### src/rtl/wishbone_nn_master.sv
// Wishbone classic master fed by a small command FIFO. One bus cycle at a
// time; each popped command yields exactly one response (data, or a timeout error).
module wishbone_nn_master #(
    parameter int CMD_DEPTH      = 4,
    parameter int TIMEOUT_CYCLES = 16
) (
    input  logic        wb_clk_i,
    input  logic        wb_rst_i,

    input  logic        cmd_valid_i,
    output logic        cmd_ready_o,
    input  logic        cmd_we_i,
    input  logic [31:0] cmd_adr_i,
    input  logic [31:0] cmd_dat_i,
    input  logic [3:0]  cmd_sel_i,

    output logic        rsp_valid_o,
    input  logic        rsp_ready_i,
    output logic [31:0] rsp_dat_o,
    output logic        rsp_err_o,

    output logic        wbm_cyc_o,
    output logic        wbm_stb_o,
    output logic        wbm_we_o,
    output logic [3:0]  wbm_sel_o,
    output logic [31:0] wbm_adr_o,
    output logic [31:0] wbm_dat_o,
    input  logic [31:0] wbm_dat_i,
    input  logic        wbm_ack_i,

    output logic        busy_o,
    output logic [7:0]  err_count_o,
    output logic [1:0]  dbg_state_o
);

    // Both cmd and rsp channels: a transfer happens on a rising edge where
    // valid and ready are both 1; valid, once high, holds its payload until then.

    localparam int AW = $clog2(CMD_DEPTH);
    localparam int EW = 1 + 4 + 32 + 32;

    localparam logic [1:0] ST_IDLE = 2'd0;
    localparam logic [1:0] ST_BUS  = 2'd1;
    localparam logic [1:0] ST_RESP = 2'd2;

    localparam logic [7:0] TMO_LAST = 8'(TIMEOUT_CYCLES - 1);

    logic [EW-1:0] mem_q [CMD_DEPTH];
    logic [AW:0]   wr_ptr_q, wr_ptr_d;
    logic [AW:0]   rd_ptr_q, rd_ptr_d;
    logic          ready_q;

    logic [1:0]    state_q, state_d;
    logic [7:0]    tmo_q, tmo_d;
    logic          cyc_q, cyc_d;
    logic          stb_q, stb_d;
    logic          we_q, we_d;
    logic [3:0]    sel_q, sel_d;
    logic [31:0]   adr_q, adr_d;
    logic [31:0]   dat_q, dat_d;
    logic          rsp_valid_q, rsp_valid_d;
    logic [31:0]   rsp_dat_q, rsp_dat_d;
    logic          rsp_err_q, rsp_err_d;
    logic [7:0]    err_cnt_q, err_cnt_d;

    logic          fifo_full;
    logic          fifo_empty;
    logic          push;
    logic          pop;
    logic [EW-1:0] head;

    // Extra pointer MSB distinguishes full from empty when the indices match.
    assign fifo_empty = (wr_ptr_q == rd_ptr_q);
    assign fifo_full  = (wr_ptr_q[AW] != rd_ptr_q[AW]) &&
                        (wr_ptr_q[AW-1:0] == rd_ptr_q[AW-1:0]);

    assign cmd_ready_o = ready_q && !fifo_full;
    assign push        = cmd_valid_i && cmd_ready_o;
    assign head        = mem_q[rd_ptr_q[AW-1:0]];

    always_comb begin
        state_d     = state_q;
        tmo_d       = tmo_q;
        cyc_d       = cyc_q;
        stb_d       = stb_q;
        we_d        = we_q;
        sel_d       = sel_q;
        adr_d       = adr_q;
        dat_d       = dat_q;
        rsp_valid_d = rsp_valid_q;
        rsp_dat_d   = rsp_dat_q;
        rsp_err_d   = rsp_err_q;
        err_cnt_d   = err_cnt_q;
        pop         = 1'b0;

        case (state_q)
            ST_IDLE: begin
                if (!fifo_empty) begin
                    pop     = 1'b1;
                    we_d    = head[68];
                    sel_d   = head[67:64];
                    adr_d   = head[63:32];
                    dat_d   = head[31:0];
                    cyc_d   = 1'b1;
                    stb_d   = 1'b1;
                    tmo_d   = 8'd0;
                    state_d = ST_BUS;
                end
            end
            ST_BUS: begin
                // ACK takes priority over an expiring timeout on the same edge.
                if (wbm_ack_i) begin
                    cyc_d       = 1'b0;
                    stb_d       = 1'b0;
                    rsp_dat_d   = we_q ? 32'd0 : wbm_dat_i;
                    rsp_err_d   = 1'b0;
                    rsp_valid_d = 1'b1;
                    state_d     = ST_RESP;
                end else if (tmo_q == TMO_LAST) begin
                    cyc_d       = 1'b0;
                    stb_d       = 1'b0;
                    rsp_dat_d   = 32'd0;
                    rsp_err_d   = 1'b1;
                    rsp_valid_d = 1'b1;
                    err_cnt_d   = (err_cnt_q == 8'hFF) ? err_cnt_q : err_cnt_q + 8'd1;
                    state_d     = ST_RESP;
                end else begin
                    tmo_d = tmo_q + 8'd1;
                end
            end
            ST_RESP: begin
                if (rsp_ready_i) begin
                    rsp_valid_d = 1'b0;
                    state_d     = ST_IDLE;
                end
            end
            default: begin
                state_d = ST_IDLE;
            end
        endcase
    end

    always_comb begin
        wr_ptr_d = wr_ptr_q;
        rd_ptr_d = rd_ptr_q;
        if (push) begin
            wr_ptr_d = wr_ptr_q + (AW+1)'(1);
        end
        if (pop) begin
            rd_ptr_d = rd_ptr_q + (AW+1)'(1);
        end
    end

    always_ff @(posedge wb_clk_i) begin
        if (push) begin
            mem_q[wr_ptr_q[AW-1:0]] <= {cmd_we_i, cmd_sel_i, cmd_adr_i, cmd_dat_i};
        end
    end

    always_ff @(posedge wb_clk_i) begin
        if (!wb_rst_i) begin
            wr_ptr_q    <= '0;
            rd_ptr_q    <= '0;
            ready_q     <= 1'b0;
            state_q     <= ST_IDLE;
            tmo_q       <= 8'd0;
            cyc_q       <= 1'b0;
            stb_q       <= 1'b0;
            we_q        <= 1'b0;
            sel_q       <= 4'd0;
            adr_q       <= 32'd0;
            dat_q       <= 32'd0;
            rsp_valid_q <= 1'b0;
            rsp_dat_q   <= 32'd0;
            rsp_err_q   <= 1'b0;
            err_cnt_q   <= 8'd0;
        end else begin
            wr_ptr_q    <= wr_ptr_d;
            rd_ptr_q    <= rd_ptr_d;
            ready_q     <= 1'b1;
            state_q     <= state_d;
            tmo_q       <= tmo_d;
            cyc_q       <= cyc_d;
            stb_q       <= stb_d;
            we_q        <= we_d;
            sel_q       <= sel_d;
            adr_q       <= adr_d;
            dat_q       <= dat_d;
            rsp_valid_q <= rsp_valid_d;
            rsp_dat_q   <= rsp_dat_d;
            rsp_err_q   <= rsp_err_d;
            err_cnt_q   <= err_cnt_d;
        end
    end

    assign wbm_cyc_o   = cyc_q;
    assign wbm_stb_o   = stb_q;
    assign wbm_we_o    = we_q;
    assign wbm_sel_o   = sel_q;
    assign wbm_adr_o   = adr_q;
    assign wbm_dat_o   = dat_q;
    assign rsp_valid_o = rsp_valid_q;
    assign rsp_dat_o   = rsp_dat_q;
    assign rsp_err_o   = rsp_err_q;
    assign err_count_o = err_cnt_q;
    assign busy_o      = (state_q != ST_IDLE) || !fifo_empty;
    assign dbg_state_o = state_q;

endmodule
### config.mk
export PLATFORM = sky130hd
export DESIGN_NAME = wishbone_nn_master
export DESIGN_NICKNAME = d
export VERILOG_FILES = /design/src/rtl/wishbone_nn_master.sv
export SDC_FILE = /design/constraint.sdc
export NUM_CORES = 1
export LEC_CHECK = 0
export CORE_MARGIN = 3
export CORE_UTILIZATION = 50
export DETAILED_ROUTE_END_ITERATION = 16
export GPL_TIMING_DRIVEN = 0
export PLACE_DENSITY = 0.75
export SLEW_MARGIN = 20
export SYNTH_ARGS = -nofsm -noshare
export SYNTH_HDL_FRONTEND = slang
export SYNTH_SLANG_ARGS = --single-unit
### constraint.sdc
create_clock -name wb_clk_i -period 11.2 [get_ports wb_clk_i]
set_clock_uncertainty 0.15 [all_clocks]
set_input_delay 2.8 -clock wb_clk_i [delete_from_list [all_inputs] [get_ports wb_clk_i]]
set_output_delay 2.8 -clock wb_clk_i [all_outputs]
set_load 0.05 [all_outputs]
==> impl_metrics.tcl, run 1 <==
set metrics [dict create \
    crit_required_ps 8250 \
    nets 1370 \
    drc 0 \
    async_flop_share_pct 0 \
    grt_pass1_wl_um 50800 \
    layout_common_cells "edfxtp_1 (276), clkdlybuf4s50_1 (222), nand2_1 (182)" \
    final_common_cell "edfxtp_1" \
    cp_max_fo 10 \
    start_kind "register" \
    dr.pass1.iters 5 \
    h-tree-depth 2 \
    die_h_um 179 \
    rrSetupSlack_ps 8540 \
    hold_viol 0 \
    clk_latency_ps 540 \
    rsz0062_at_grt "no" \
    period_minus_slack_ps 5700 \
    gp_congestion 0.815 \
    synth_seq_area_share_pct 72.5 \
    clock_path_buffers 3 \
    ys.warnings.count 0 \
    grt_overflow 0 \
    grt_use_total_pct 20.7 \
    synth_edf_count 276 \
    avgRoutedWirePerCell_um 19.9 \
    hpwlAfterDp_um 21700 \
    via_count 9132 \
    avgSynthCellArea_um2 15.3 \
    slew_headroom_pct 40.7 \
    area_growth_pct 28.6 \
    synth_seq_cells 405 \
    ir_drop_mv 0.178 \
    postSynthNetCount 1097 \
    path_clk_slew_ps 60 \
    ys_types 46 \
    finalMaxSlewViolations 0 \
    max_freq_ghz 0.175 \
    grt_pass1_vias 9308 \
    numCtsBuffers 42 \
    initial_utilization_pct 51.4 \
    post_cts_buffers 0 \
    fp.dieW_um 179 \
    endpoint_kind "output port" \
    worst-setup-path-type "reg -> out" \
    cts_tree "yes" \
    synth_ff_type "edfxtp_1" \
    port_buffers 222 \
    tns_ps 0 \
    tightestPinTransition_ps 884 \
    ctsHoldBuffers 0 \
    num_io_pins 223 \
    setup_violations 0 \
    antenna_found_initial 1 \
    p_leak_nw 6.29 \
    utilization_pct 66.1 \
    rows 62 \
    clock_sink_count 405 \
    grt_max_degree 47 \
    viasPerCell 5.47 \
    finalWirelength_um 33200 \
    syn-cell-area_mm2 0.0150 \
    setup_ws_ps 5500 \
    fin_crit_sh_pct 50.9 \
    antenna-diode-count 0 \
    syn_inst 980 \
    die-area_mm2 0.0321 \
    drive_gt1_share_pct 14.2 \
    core_area_mm2 0.0292 \
    drv_cap 0 \
    whs_ps 303 \
    cts_root_buf "clkbuf_16" \
    hold_path.class "reg -> reg" \
    post_cts_resized 0 \
    status "finished clean" \
    dpl_worst_slack_ps 6020 \
    antenna_left 0 \
    drt-initial-drc-count 609 \
    pwr_density_cell_mw_per_mm2 238 \
    cp_data_arrival_time_ps 2750 \
]
path summary, 6_finish.rpt:
check,depth (start not counted),to,from
worst max-delay path,6,busy_o,rd_ptr_q[0]
worst min-delay path,2,wbm_sel_o[3],wbm_sel_o[3]
worst max register to register,5,mem_q[2][19],rd_ptr_q[1]
worst min register to register,2,wbm_sel_o[3],wbm_sel_o[3]
registers in the layout (all words and copies together) (netlist names), 2 cells and up:
| name | flops |
|---|---|
| mem_q | 276 |
| rsp_dat_o | 32 |
| wbm_adr_o | 32 |
| wbm_dat_o | 32 |
| err_count_o | 8 |
| tmo_q | 8 |
| wbm_sel_o | 4 |
| rd_ptr_q | 3 |
| wr_ptr_q | 3 |
| dbg_state_o | 2 |
logic make-up (layout without fill, tap and decap cells):
group | after synthesis | after routing | share of synthesized area [%]
flops | 405 | 405 | 72.5
simple gates | 235 | 235 | 6.81
mux | 72 | 72 | 10.6
buf+inv | 66 | 372 | 1.95
compound gates | 181 | 181 | 6.68
xor+xnor | 10 | 10 | 0.584
fa+ha+maj | 11 | 11 | 0.918
layer usage:
metal | routed length [um] | GRT usage [%] | vias up
met3 | 2540 | 4.60 | 52
li1 | - | - | 4259
met2 | 16700 | 35.6 | 311
met5 | 13 | 0 | -
met4 | 652 | 5.80 | 2
met1 | 13300 | 26.6 | 4508
report_power, final:
group,internal [mW],leakage (nW),switching (mW)
registers,1.73,3.56,0.0728
clock network,0.806,0.678,0.545
logic,0.522,2.06,0.914
total,3.06,6.29,1.53
cell type report:
type / count / area [um^2]
Sequential cell: 405 / 10900
Inverter: 9 / 33.8
Buffer: 57 / 259
Tap cell: 384 / 480
Clock inverter: 17 / 155
Timing Repair Buffer: 229 / 2410
Clock buffer: 60 / 1220
Multi-Input combinational cell: 509 / 3850
Fill cell: 2074 / 9880
cells in the mapped netlist, drive strengths merged (5+ instances only):
library cell,number,area (um^2)
or3,6,37.5
clkbuf,28,105
nor2,10,40.0
a21oi,113,566
nand3,10,50.1
mux4,69,1550
a31oi,7,43.8
dfxtp,129,2580
xnor2,6,52.6
o21ai,43,215
o31ai,6,50.1
nand4b,5,43.8
ha,11,138
edfxtp,276,8290
inv,8,30.0
nand2,182,683
buf,29,154
critical path, stage by stage (launching register included):
cell             delay [ps]
dfxtp_1                 330
buf_2                   300
xnor2_1                 180
and4_1                  210
buf_2                   180
inv_2                   170
clkdlybuf4s50_1         850
metrics by stage:
stage | cells | total power [mW] | area, um^2
3_3_place_gp | 1586 | 3.26 | 17700
6_report | 1670 | 4.59 | 19300
4_1_cts | 1670 | 4.64 | 19300
2_1_floorplan | 980 | 2.80 | 15000
3_5_place_dp | 1593 | 3.28 | 17900
5_1_grt | 1670 | 4.80 | 19300
Note: power is estimated with default switching activity, not from simulation.
==> inputs of run 2 (changes only) <==
--- a/config.mk
+++ b/config.mk
@@ -6,10 +6,10 @@
 export NUM_CORES = 1
 export LEC_CHECK = 0
 export CORE_MARGIN = 3
-export CORE_UTILIZATION = 50
+export CORE_UTILIZATION = 49
 export DETAILED_ROUTE_END_ITERATION = 16
 export GPL_TIMING_DRIVEN = 0
-export PLACE_DENSITY = 0.75
+export PLACE_DENSITY = 0.76
 export SLEW_MARGIN = 20
 export SYNTH_ARGS = -nofsm -noshare
 export SYNTH_HDL_FRONTEND = slang
==> constraint.sdc (replaced) <==
create_clock -name wb_clk_i -period 4.7 [get_ports wb_clk_i]
set_clock_uncertainty 0.15 [all_clocks]
set_input_delay 1.175 -clock wb_clk_i [delete_from_list [all_inputs] [get_ports wb_clk_i]]
set_output_delay 1.175 -clock wb_clk_i [all_outputs]
set_load 0.05 [all_outputs]
==> run 2 against run 1 <==
Effect of this change: first-iteration DRC count increased by 8.9%; wire length increased by 2.8%; setup slack got worse by 4800 ps; design area about the same; clock power increased by 140%; via count increased by 1.2%; sequential share of layout area about the same; sequential power increased by 140%; sequential cell count unchanged; core utilization decreased by 1.5 points; global-route usage decreased by 0.074 points; die area increased by 2.0%; critical path type unchanged.
==> impl_metrics.tcl, run 2 (synthesized netlist as in run 1, its figures left out) <==
set metrics [dict create \
    hpwlAfterDp_um 22800 \
    ir_drop_mv 0.382 \
    seqCellArea_mm2 0.0109 \
    avgRoutedWirePerCell_um 20.3 \
    die-area_mm2 0.0327 \
    crit_required_ps 3380 \
    clock_sink_count 405 \
    pwr_density_cell_mw_per_mm2 569 \
    ctsHoldBuffers 0 \
    antenna_found_initial 3 \
    via_count 9239 \
    power.switching_mw 3.69 \
    gp_congestion 0.851 \
    clk_latency_ps 530 \
    swShare_pct 33.6 \
    setup_violations 0 \
    dr.pass1.iters 5 \
    clock_power_share_pct 29.5 \
    die_h_um 181 \
    cp_data_arrival_time_ps 2710 \
    path_clk_slew_ps 60 \
    period_minus_slack_ps 4030 \
    multi_input_area_mm2 0.00385 \
    grt_pass1_wl_um 53000 \
    cts_root_buf "clkbuf_16" \
    drive_gt1_share_pct 14.0 \
    post_cts_buffers 0 \
    num_io_pins 223 \
    viasPerCell 5.51 \
    h-tree-depth 2 \
    core_area_mm2 0.0299 \
    numCtsBuffers 42 \
    hold_viol 0 \
    p_leak_nw 6.28 \
    max_freq_ghz 0.248 \
    p_total_mw 11.0 \
    seqPwrFrac_pct 39.2 \
    slew_headroom_pct 32.8 \
    endpoint_kind "output port" \
    initial_utilization_pct 50.2 \
    port_buffers 222 \
    clock_path_buffers 3 \
    start_kind "register" \
    area_growth_pct 28.7 \
    cp_max_fo 10 \
    finalMaxSlewViolations 0 \
    post_cts_resized 0 \
    drv_cap 0 \
    status "finished clean" \
    grt_overflow 0 \
    fin_crit_sh_pct 85.8 \
    drc 0 \
    drt-initial-drc-count 663 \
    cts_tree "yes" \
    num-fill-cells 2163 \
    nets 1370 \
    fp.dieW_um 181 \
    layout_common_cells "edfxtp_1 (276), clkdlybuf4s50_1 (222), nand2_1 (182)" \
    antenna_left 0 \
    utilization_pct 64.6 \
    rows 63 \
    final_common_cell "edfxtp_1" \
    worst-setup-path-type "reg -> out" \
    rsz0062_at_grt "no" \
    largest_reg_flops 276 \
    finalWirelength_um 34100 \
    hold_path.class "reg -> reg" \
    comb_power_share_pct 31.3 \
    grt_max_degree 43 \
    p_int_mw 7.29 \
    grt_pass1_vias 9457 \
    tightestPinTransition_ps 1000 \
    grt_use_total_pct 20.6 \
]
## run 2: area by class of cell
| type | instances | area share (%) |
|---|---|---|
| sequential | 405 | 56.3 |
| multi-input combinational | 509 | 20.0 |
| timing repair buffer | 229 | 12.5 |
| clock buffer | 58 | 6.08 |
| tap | 390 | 2.53 |
| buffer | 57 | 1.34 |
| clock inverter | 20 | 1.04 |
| inverter | 9 | 0.175 |
| antenna | 1 | 0.0130 |
## run 2: worst paths after layout
path	cells past startpoint	from	endpoint	slack, ps
setup / recovery	6	rd_ptr_q[0]	busy_o	670
hold / removal	2	wbm_adr_o[6]	wbm_adr_o[6]	300
setup reg to reg	5	rd_ptr_q[0]	mem_q[1][0]	1970
hold reg to reg	2	wbm_adr_o[6]	wbm_adr_o[6]	300
## run 2: worst max-delay path: stages (launching register included)
cell and delay [ps]:
dfxtp_1 320, buf_2 280, xnor2_1 170, and4_1 220
buf_2 180, inv_2 170, clkdlybuf4s50_1 840
## run 2: through the flow
stage                     instance area, um^2  setup slack, ps  cells  hold WS [ps]  setup TNS, ps
after floorplan                         15000              684    980           326              0
after global placement                  17700            -1490   1592           293        -256350
after detailed placement                17900             1160   1599           299              0
after CTS                               19300              654   1677           308              0
after global routing                    19300              520   1678           326              0
final                                   19300              668   1678           305              0
## run 2: power groups by stage
stage	Clock [mW]	Sequential, mW	Combinational [mW]
after global routing	3.44	4.34	3.69
final	3.24	4.31	3.44
after floorplan	0	5.18	1.49
after CTS	3.30	4.31	3.49
after global placement	0	4.37	3.41
after detailed placement	0	4.38	3.46
## run 2: layer usage
| layer | global-route usage [%] | part of all wire, % | vias up |
|---|---|---|---|
| met4 | 5.91 | 2.2 | 4 |
| met3 | 5.40 | 8.2 | 63 |
| met1 | 25.9 | 39 | 4589 |
| met5 | 0 | 0.067 | - |
| li1 | - | - | 4258 |
| met2 | 35.5 | 50 | 325 |
